===== src/rtl/txuart_arbiter.sv =====
// Round-robin, message-granular arbiter sharing one txuart among NREQ byte
// sources; a source keeps the transmitter until its last byte or a stall timeout.
module txuart_arbiter #(
  parameter int NREQ         = 4,
  parameter int TIMEOUT_CLKS = 1_200_000
) (
  input  logic              i_clk,
  input  logic              i_reset,
  input  logic [NREQ-1:0]   i_req_stb,
  input  logic [8*NREQ-1:0] i_req_data,
  input  logic [NREQ-1:0]   i_req_last,
  output logic [NREQ-1:0]   o_req_busy,
  output logic              o_tx_stb,
  output logic [7:0]        o_tx_data,
  input  logic              i_tx_busy,
  output logic [NREQ-1:0]   o_grant,
  output logic              o_timeout
);

  localparam int            PW            = (NREQ > 1) ? $clog2(NREQ) : 1;
  localparam logic [23:0]   TIMEOUT_LIMIT = 24'(TIMEOUT_CLKS - 1);
  localparam logic [PW-1:0] LAST_INIT     = PW'(NREQ - 1);

  typedef enum logic {IDLE, LOCKED} state_t;

  state_t          state;
  logic [PW-1:0]   last_winner;
  logic [23:0]     idle_count;

  logic            free;
  logic            locked;
  logic            grant_stb;
  logic            grant_last;
  logic            accept;
  logic            any_req;
  logic [7:0]      grant_data;
  logic [PW-1:0]   next_winner;
  logic [NREQ-1:0] next_grant;
  int              cand;

  assign free       = !o_tx_stb || !i_tx_busy;
  assign locked     = (state == LOCKED);
  assign grant_stb  = |(i_req_stb & o_grant);
  assign grant_last = |(i_req_last & o_grant);
  assign accept     = locked && grant_stb && free;
  assign any_req    = |i_req_stb;
  assign o_req_busy = ~(o_grant & {NREQ{locked}}) | {NREQ{!free}};
  assign next_grant = {{(NREQ-1){1'b0}}, 1'b1} << next_winner;

  always_comb begin
    grant_data = 8'h00;
    for (int i = 0; i < NREQ; i++) begin
      if (o_grant[i]) grant_data = grant_data | i_req_data[8*i +: 8];
    end
  end

  // Scan downward so the nearest requester after the last winner is written last and wins.
  always_comb begin
    cand        = 0;
    next_winner = last_winner;
    for (int k = NREQ; k >= 1; k--) begin
      cand = int'(last_winner) + k;
      if (cand >= NREQ) cand = cand - NREQ;
      if (i_req_stb[cand[PW-1:0]]) next_winner = cand[PW-1:0];
    end
  end

  always_ff @(posedge i_clk) begin
    if (i_reset) begin
      state       <= IDLE;
      o_grant     <= '0;
      o_tx_stb    <= 1'b0;
      o_tx_data   <= 8'h00;
      o_timeout   <= 1'b0;
      idle_count  <= '0;
      last_winner <= LAST_INIT;
    end else begin
      o_timeout <= 1'b0;

      if (accept) begin
        o_tx_stb  <= 1'b1;
        o_tx_data <= grant_data;
      end else if (o_tx_stb && !i_tx_busy) begin
        o_tx_stb <= 1'b0;
      end

      case (state)
        IDLE: begin
          idle_count <= '0;
          if (any_req) begin
            o_grant     <= next_grant;
            last_winner <= next_winner;
            state       <= LOCKED;
          end
        end

        LOCKED: begin
          // The stall counter only runs while the owner has nothing to offer.
          if (grant_stb) begin
            idle_count <= '0;
            if (accept && grant_last) begin
              state   <= IDLE;
              o_grant <= '0;
            end
          end else if (idle_count == TIMEOUT_LIMIT) begin
            state      <= IDLE;
            o_grant    <= '0;
            o_timeout  <= 1'b1;
            idle_count <= '0;
          end else begin
            idle_count <= idle_count + 24'd1;
          end
        end

        default: state <= IDLE;
      endcase
    end
  end

endmodule


===== config.mk =====
export PLATFORM = sky130hd
export DESIGN_NAME = txuart_arbiter
export DESIGN_NICKNAME = d
export VERILOG_FILES = /design/src/rtl/txuart_arbiter.sv
export SDC_FILE = /design/constraint.sdc
export NUM_CORES = 1
export LEC_CHECK = 0
export ABC_AREA = 1
export BUFFER_PORTS_ARGS = -buffer_cell sky130_fd_sc_hd__buf_2
export CORE_MARGIN = 3
export CORE_UTILIZATION = 45
export CTS_CLUSTER_SIZE = 40
export DETAILED_ROUTE_END_ITERATION = 7
export PLACE_DENSITY = 0.72
export SETUP_SLACK_MARGIN = 0.2
export SLEW_MARGIN = 20
export SYNTH_ARGS = -nofsm -noshare
export SYNTH_HDL_FRONTEND = slang
export SYNTH_SLANG_ARGS = --single-unit

===== constraint.sdc =====
create_clock -name i_clk -period 1.5 [get_ports i_clk]
set_input_delay 0.225 -clock i_clk [delete_from_list [all_inputs] [get_ports i_clk]]
set_output_delay 0.225 -clock i_clk [all_outputs]
set_load 0.01 [all_outputs]

==> results of run 1 <==
==> worst reg2reg max path, cell delays in order (launching register included) <==
cell     delay (ns)
dfxtp_1        0.31
inv_1          0.18
nand4_1        0.14
nor2_1         0.18
nand3_2        0.14
nand3_4        0.14
buf_6          0.16
nor2_2         0.04
o21a_1         0.12
==> kinds of logic after synthesis <==
logic type	after synthesis	synth area share, %
compound gates	53	11.8
xor+xnor	7	2.61
simple gates	218	42.3
fa+ha+maj	1	0.532
buf+inv	45	7.87
flops	41	34.9
==> final timing paths <==
| path | startpoint | to | slack (ns) | cells after the start |
|---|---|---|---|---|
| max | idle_count[19] | idle_count[9] | -0.02 | 8 |
| min | i_req_data[20] | o_tx_data[4] | 0.20 | 3 |
| max reg2reg | idle_count[19] | idle_count[9] | -0.02 | 8 |
| min reg2reg | idle_count[9] | idle_count[9] | 0.51 | 1 |
==> metal layers <==
layer,up-vias,wire (um),part of all wire (%)
met5,-,0,0
met4,0,187,2.4
met3,23,394,5.2
met2,108,3860,50
met1,1337,3210,42
li1,1416,-,-
==> cell usage after synthesis <==
master    instances  area (sq um)
a211oi_1          1          7.51
a21oi_1          35           175
a31oi_1           1          6.26
and3_1            1          6.26
buf_2             1          5.00
buf_4             2          15.0
buf_6             1          11.3
clkbuf_1          5          18.8
dfxtp_1          41           821
ha_1              1          12.5
inv_1            32           120
inv_2             4          15.0
nand2_1         111           417
nand2_2           4          25.0
nand2_4           1          11.3
nand3_1          31           155
nand3_2           2          20.0
nand4_1          10          62.6
nor2_1           35           131
nor2_2            4          25.0
nor2_4            3          33.8
nor3_1            6          30.0
nor3_2            1          10.0
nor3_4            1          16.3
nor3b_1           2          15.0
nor4_1            6          37.5
o21a_1            3          22.5
o21ai_0          12          60.1
o21ai_1           1          5.00
xnor2_1           2          17.5
xor2_1            5          43.8
==> sequential cells by signal (all words and copies together) (netlist names) <==
| name | flops |
|---|---|
| idle_count | 24 |
| o_tx_data | 8 |
| o_grant | 4 |
| last_winner | 2 |
| locked | 1 |
| o_timeout | 1 |
| o_tx_stb | 1 |
==> power breakdown <==
part | leakage (nW) | internal, mW | switching, mW | total (mW)
Combinational | 1.21 | 1.28 | 1.71 | 2.99
Sequential | 0.339 | 1.28 | 0.169 | 1.45
Clock | 0.0439 | 0.321 | 0.405 | 0.726
==> layout make-up <==
type | instances | area, sq um
clock inverters | 3 | 17.5
flip-flops and latches | 41 | 851
clock buffers | 5 | 68.8
multi-input cells | 279 | 1730
inverters | 36 | 148
well taps | 67 | 83.8
repair inverters | 1 | 6.26
repair buffers | 109 | 736
fillers | 346 | 1240
==> per-stage QoR <==
stage | TNS, ns | setup slack [ns] | util, %
after floorplan | 0 | 0.139 | -
after global placement | 0 | 0.0385 | 60.7
after detailed placement | -0.00516 | -0.00516 | 60.7
after CTS | 0 | 0.0509 | 66.1
after global routing | -0.559 | -0.113 | 74.6
final | -0.0211 | -0.0164 | 74.6
==> timing repair <==
item	4_1_cts	5_1_grt
endpoints found under the setup margin	39	44
pin swaps	11	34
buffers inserted	6	12
cloned	0	2
resized for setup	40	93
==> summary.md, run 1 <==
| Metric | Value |
|---|---|
| Run status | complete, but fails checks |
| Failing checks | setup timing |
| Total design power | 5.17 mW |
| Root buf cell | clkbuf_8 |
| Reg clk slew, reported paths | 0.08 ns |
| Slowest stage cell, crit path | dfxtp_1 |
| Critical Path Source Type | register |
| Antenna cell count | 0 |
| Crit path DAT | 1.71 ns |
| Initial antenna violation count | 0 |
| Top Usage Layer GRT | met2 |
| Synth Cell Area | 2350 sq um |
| Core ar. | 4880 sq um |
| Htree depth | 2 |
| Row count | 25 |
| Remaining antenna violation count | 0 |
| Worst Tran Pin Value | 0.371 ns |
| Synth Net Count | 409 |
| Congestion Overflow GR | 0 |
| Fin. max-slew vios | 0 |
| Largest delay contributor family on the critical path | simple AND/OR/NAND/NOR gates |
| Syn_area_per_cell | 6.44 sq um |
| Mapped Cells | 365 |
| Met2 Use GR | 37.9% |
| Vias | 2884 |
| Unrepaired setup endpoints after global routing | yes |
| Post-Layout Cell Count | 541 |
| Critical-path cell list | inv_1 -> nand4_1 -> nor2_1 -> nand3_2 -> nand3_4 -> buf_6 -> nor2_2 -> o21a_1 |
| Routed vias/inst | 5.33 |
| Cell Area, Placed | 2960 sq um |
| Final Worst Setup Slack | -0.0164 ns |
| Fin nets | 517 |
| Share of post-route cells with drive strength above 1 | 48.5% |
| Die ar. | 6130 sq um |
| TritonCTS clock tree | done |
| Static Leakage | 1.60 nW |
| Met3 GRT Util | 4.01% |
| CP endpoint kind | register |
| Met1 usage | 28.9% |
| Width of the die | 78.3 um |
| Slew HR | 75.1% |
| GP Congestion | 0.910 |
| Most common cell after layout, fill and taps aside | nand2_1 |
| Top Ports | 61 |
| Clk sinks | 41 |
| Drt initial violations | 165 |
| Crit path kind | reg2reg |
| Synthesis-to-finish area growth | 54.7% |
| DRT Wirelength | 7.65 mm |
| Post-placement cell count | 513 |
| Starting Density | 48.2% |
| Most frequent cells in the layout | 78 x nand2_1, 60 x buf_2, 38 x buf_4 |
| Number of global-route vias before repair | 2546 |
| Max cap viols | 0 |
| Final Hold Fails | 0 |
| First-pass GRT wire length | 11.3 mm |
| Peak supply drop | 1020 uV |
| Post-route minimum period | 1.52 ns |
| Hold slack | 0.199 ns |
| Buffers on Ports | 60 |
| Worst clock skew | 0.00495 ns |
| Critical path buffers and inverters | 2 |
| Routed len/inst | 14.1 um |
| # DRC | 0 |
| Largest net degree at the start of global routing | 17 |
| Netlist cell types | 31 |
| Critical path fanouts, max | 6 |
| Post-synthesis sequential area ratio | 34.9% |
| Worst EP required | 1.70 ns |
| Final setup viols | 2 |
| Worst-skew pair later-pin latency | 0.30 ns |
| Syn. warnings | 0 |
| Yosys reg bits | 41 |
| Crit path largest cell delay | 0.31 ns |
| Clock buffer count from CTS | 5 |
| CTS max path bufs | 2 |
| Worst hold path class | in2reg |
| Die H | 78.3 um |
| DR pass1 iterations | 5 |
| GRT Resource Usage Total | 22.7% |
| HPWL reported at the end of detailed placement | 4.82 mm |
| F_max | 659 MHz |
| Final Cycle Share | 101% |
| Pwr/cell area | 1420 nW/um^2 |
| Fin area | 3640 sq um |
| Cts hold-fix bufs | 0 |
(Power assumes the default switching activity.)
==> run 2: changes to the inputs <==
--- a/config.mk
+++ b/config.mk
@@ -14,5 +14,4 @@
 export PLACE_DENSITY = 0.72
 export SETUP_SLACK_MARGIN = 0.2
-export SLEW_MARGIN = 20
 export SYNTH_ARGS = -nofsm -noshare
 export SYNTH_HDL_FRONTEND = slang
==> constraint.sdc (replaced) <==
create_clock -name i_clk -period 1.5 [get_ports i_clk]
set_input_delay 0.15 -clock i_clk [delete_from_list [all_inputs] [get_ports i_clk]]
set_output_delay 0.15 -clock i_clk [all_outputs]
set_load 0.01 [all_outputs]
==> summary.md, run 2 (synthesized netlist as in run 1, its figures left out) <==
| Metric | Value |
|---|---|
| Run status | complete, but fails checks |
| Failing checks | setup timing |
| Remaining antenna violation count | 0 (unchanged) |
| Synthesis-to-finish area growth | 51.2% |
| CTS max path bufs | 2 (unchanged) |
| Final Cycle Share | 102% (+0.60 points) |
| Vias | 2788 (-3.3%) |
| Antenna cell count | 0 (unchanged) |
| Sum of negative setup slack | -0.0607 ns (-0.0396 ns) |
| Cts hold-fix bufs | 0 (unchanged) |
| Post-Layout Cell Count | 535 (-1.1%) |
| Clk sinks | 41 (unchanged) |
| Routed vias/inst | 5.21 (-2.2%) |
| Clock buffer count from CTS | 5 (unchanged) |
| Worst Tran Pin Value | 0.367 ns (-0.00345 ns) |
| Final core utilization | 72.9% (-1.7 points) |
| GRT Resource Usage Total | 21.9% (-0.78 points) |
| Final Worst Setup Slack | -0.0253 ns (-0.00897 ns) |
| Most frequent cells in the layout | 85 x nand2_1, 60 x buf_2, 34 x buf_4 |
| Worst EP required | 1.69 ns (about the same) |
| Fin area | 3560 sq um (-2.3%) |
| DR pass1 iterations | 4 (-1) |
| Worst-skew pair later-pin latency | 0.29 ns (about the same) |
| CP endpoint kind | register |
| RR Startpoint | idle_count[1] |
| Row count | 25 (unchanged) |
| Peak supply drop | 908 uV (-11%) |
| Max reg flops | 24 (unchanged) |
| Crit path kind | reg2reg |
| Congestion Overflow GR | 0 (unchanged) |
| Reg clk slew, reported paths | 0.09 ns (about the same) |
| Worst Hold End | o_grant[1] |
| TritonCTS clock tree | done |
| Unrepaired setup endpoints after global routing | yes |
| Most common cell after layout, fill and taps aside | nand2_1 |
| GP Congestion | 0.885 (-2.7%) |
| Die ar. | 6130 sq um (unchanged) |
| Largest delay contributor family on the critical path | simple AND/OR/NAND/NOR gates |
| Slowest stage cell, crit path | dfxtp_2 |
| F_max | 656 MHz (-0.59%) |
| Static Leakage | 1.55 nW (-2.9%) |
| Critical-path cell list | ha_4 -> nand2_4 -> nor2_4 -> inv_1 -> nor2_1 -> nand3_2 -> nand3_4 -> buf_6 -> nor2_1 -> o21a_1 |
| Starting Density | 48.2% (unchanged) |
| Biggest register | idle_count |
| Hold slack | 0.132 ns (-0.0669 ns) |
| Die H | 78.3 um (unchanged) |
| Width of the die | 78.3 um (unchanged) |
| Crit path largest cell delay | 0.37 ns (+0.06 ns) |
| Initial antenna violation count | 0 (unchanged) |
| Htree depth | 2 (unchanged) |
| Post-route minimum period | 1.53 ns (+0.00897 ns) |
| Largest regs | idle_count: 24 flops, o_tx_data: 8 flops, o_grant: 4 flops |
| Critical path fanouts, max | 6 (unchanged) |
| Pwr/cell area | 1430 nW/um^2 (+0.70%) |
| Routed len/inst | 13.8 um (-2.3%) |
| Cell Area, Placed | 2930 sq um (-0.93%) |
| Fin. max-slew vios | 0 (unchanged) |
| Top Ports | 61 (unchanged) |
| HPWL reported at the end of detailed placement | 5.00 mm (+3.6%) |
| Critical path buffers and inverters | 2 (unchanged) |
| Crit path top cell by count | nor2_1 |
| DRT Wirelength | 7.39 mm (-3.4%) |
| Critical path origin | idle_count[1] |
| Worst hold path class | in2reg |
| Fin nets | 511 (-1.2%) |
| Final setup viols | 3 (+1) |
| Crit path DAT | 1.72 ns (about the same) |
| Hold depth | 2 (-1) |
| Largest net degree at the start of global routing | 17 (unchanged) |
| # DRC | 0 (unchanged) |
| Reg2reg end | idle_count[9] |
| Buffers on Ports | 60 (unchanged) |
| First-pass GRT wire length | 11.0 mm (-2.7%) |
| Flop-to-flop setup slack | -0.03 ns (about the same) |
| Critical Path Source Type | register |
| Max cap viols | 0 (unchanged) |
| Worst R2R Path Depth | 10 (+2) |
| Hold path start | i_reset |
| Root buf cell | clkbuf_8 |
| Post-placement cell count | 511 (-0.39%) |
| Number of global-route vias before repair | 2505 (-1.6%) |
| Core ar. | 4880 sq um (unchanged) |
| Slew HR | 75.3% (+0.21 points) |
| Final Hold Fails | 0 (unchanged) |
| Drt initial violations | 180 (+9.1%) |
| Worst clock skew | 0.0115 ns (+0.00651 ns) |
| Share of post-route cells with drive strength above 1 | 46.4% (-2.2 points) |
## run 2: cell types whose count changed in the layout (fill, tap and decap cells not counted), moves of 3 or more
| cell | before | now |
|---|---|---|
| buf_4 | 38 | 34 |
| inv_1 | 25 | 28 |
| inv_2 | 8 | 3 |
| nand2_1 | 78 | 85 |
| nand2_2 | 24 | 20 |
| nand2_4 | 14 | 11 |
| nor2_2 | 10 | 13 |
| nor2_4 | 13 | 10 |
| o21ai_0 | 9 | 1 |
| o21ai_1 | 3 | 9 |
## run 2: how the worst max path moves through the flow
stage,to,slack [ns],cells past startpoint
final,idle_count[9],-0.03,10
after global routing,idle_count[20],-0.13,10
after CTS,idle_count[23],0.04,11
after detailed placement,idle_count[9],-0.003,10
after global placement,idle_count[22],0.04,9
after floorplan,idle_count[9],0.14,10
## run 2: metrics by stage
step	setup WS [ns]	total power, mW
after floorplan	0.139	2.73
final	-0.0253	5.09
after global routing	-0.126	5.42
after detailed placement	-0.00272	3.35
after global placement	0.0439	3.29
after CTS	0.0350	4.29
## run 2: layer usage
metal  global-route usage [%]  up-vias  part of all wire, %
met1                     27.6     1321                   42
met4                     5.59        0                 0.95
met3                     4.47       10                  3.8
li1                         -     1396                    -
met2                     38.0       61                   53
met5                        0        -                    0
## run 2: timing repair
item	CTS	global route
pin swaps	2	21
gates cloned	0	1
setup endpoints to repair	31	40
buffers inserted	3	12
resized for setup	23	108
## run 2: layout make-up
cell class,count,area (sq um)
Timing Repair inverter,1,6.26
Sequential cell,41,852
Clock inverter,2,38.8
Inverter,36,153
Fill cell,395,1320
Timing Repair Buffer,103,661
Tap cell,67,83.8
Clock buffer,6,72.6
Multi-Input combinational cell,279,1690
## run 2: where the power goes
group / leakage (nW) / internal [mW] / switching (mW)
clock: 0.0554 / 0.500 / 0.386
sequential: 0.340 / 1.28 / 0.153
combinational: 1.15 / 1.07 / 1.70
total: 1.55 / 2.85 / 2.24
## run 2: worst reg2reg max path: cells and delay by family, from the launching register on
family,cells,cell delay (ns)
buffers and inverters,2,0.20
and+or+nand+nor,6,0.59
AOI/OAI and AO/OA,1,0.11
adders and majority gates,1,0.16
DFF,1,0.37
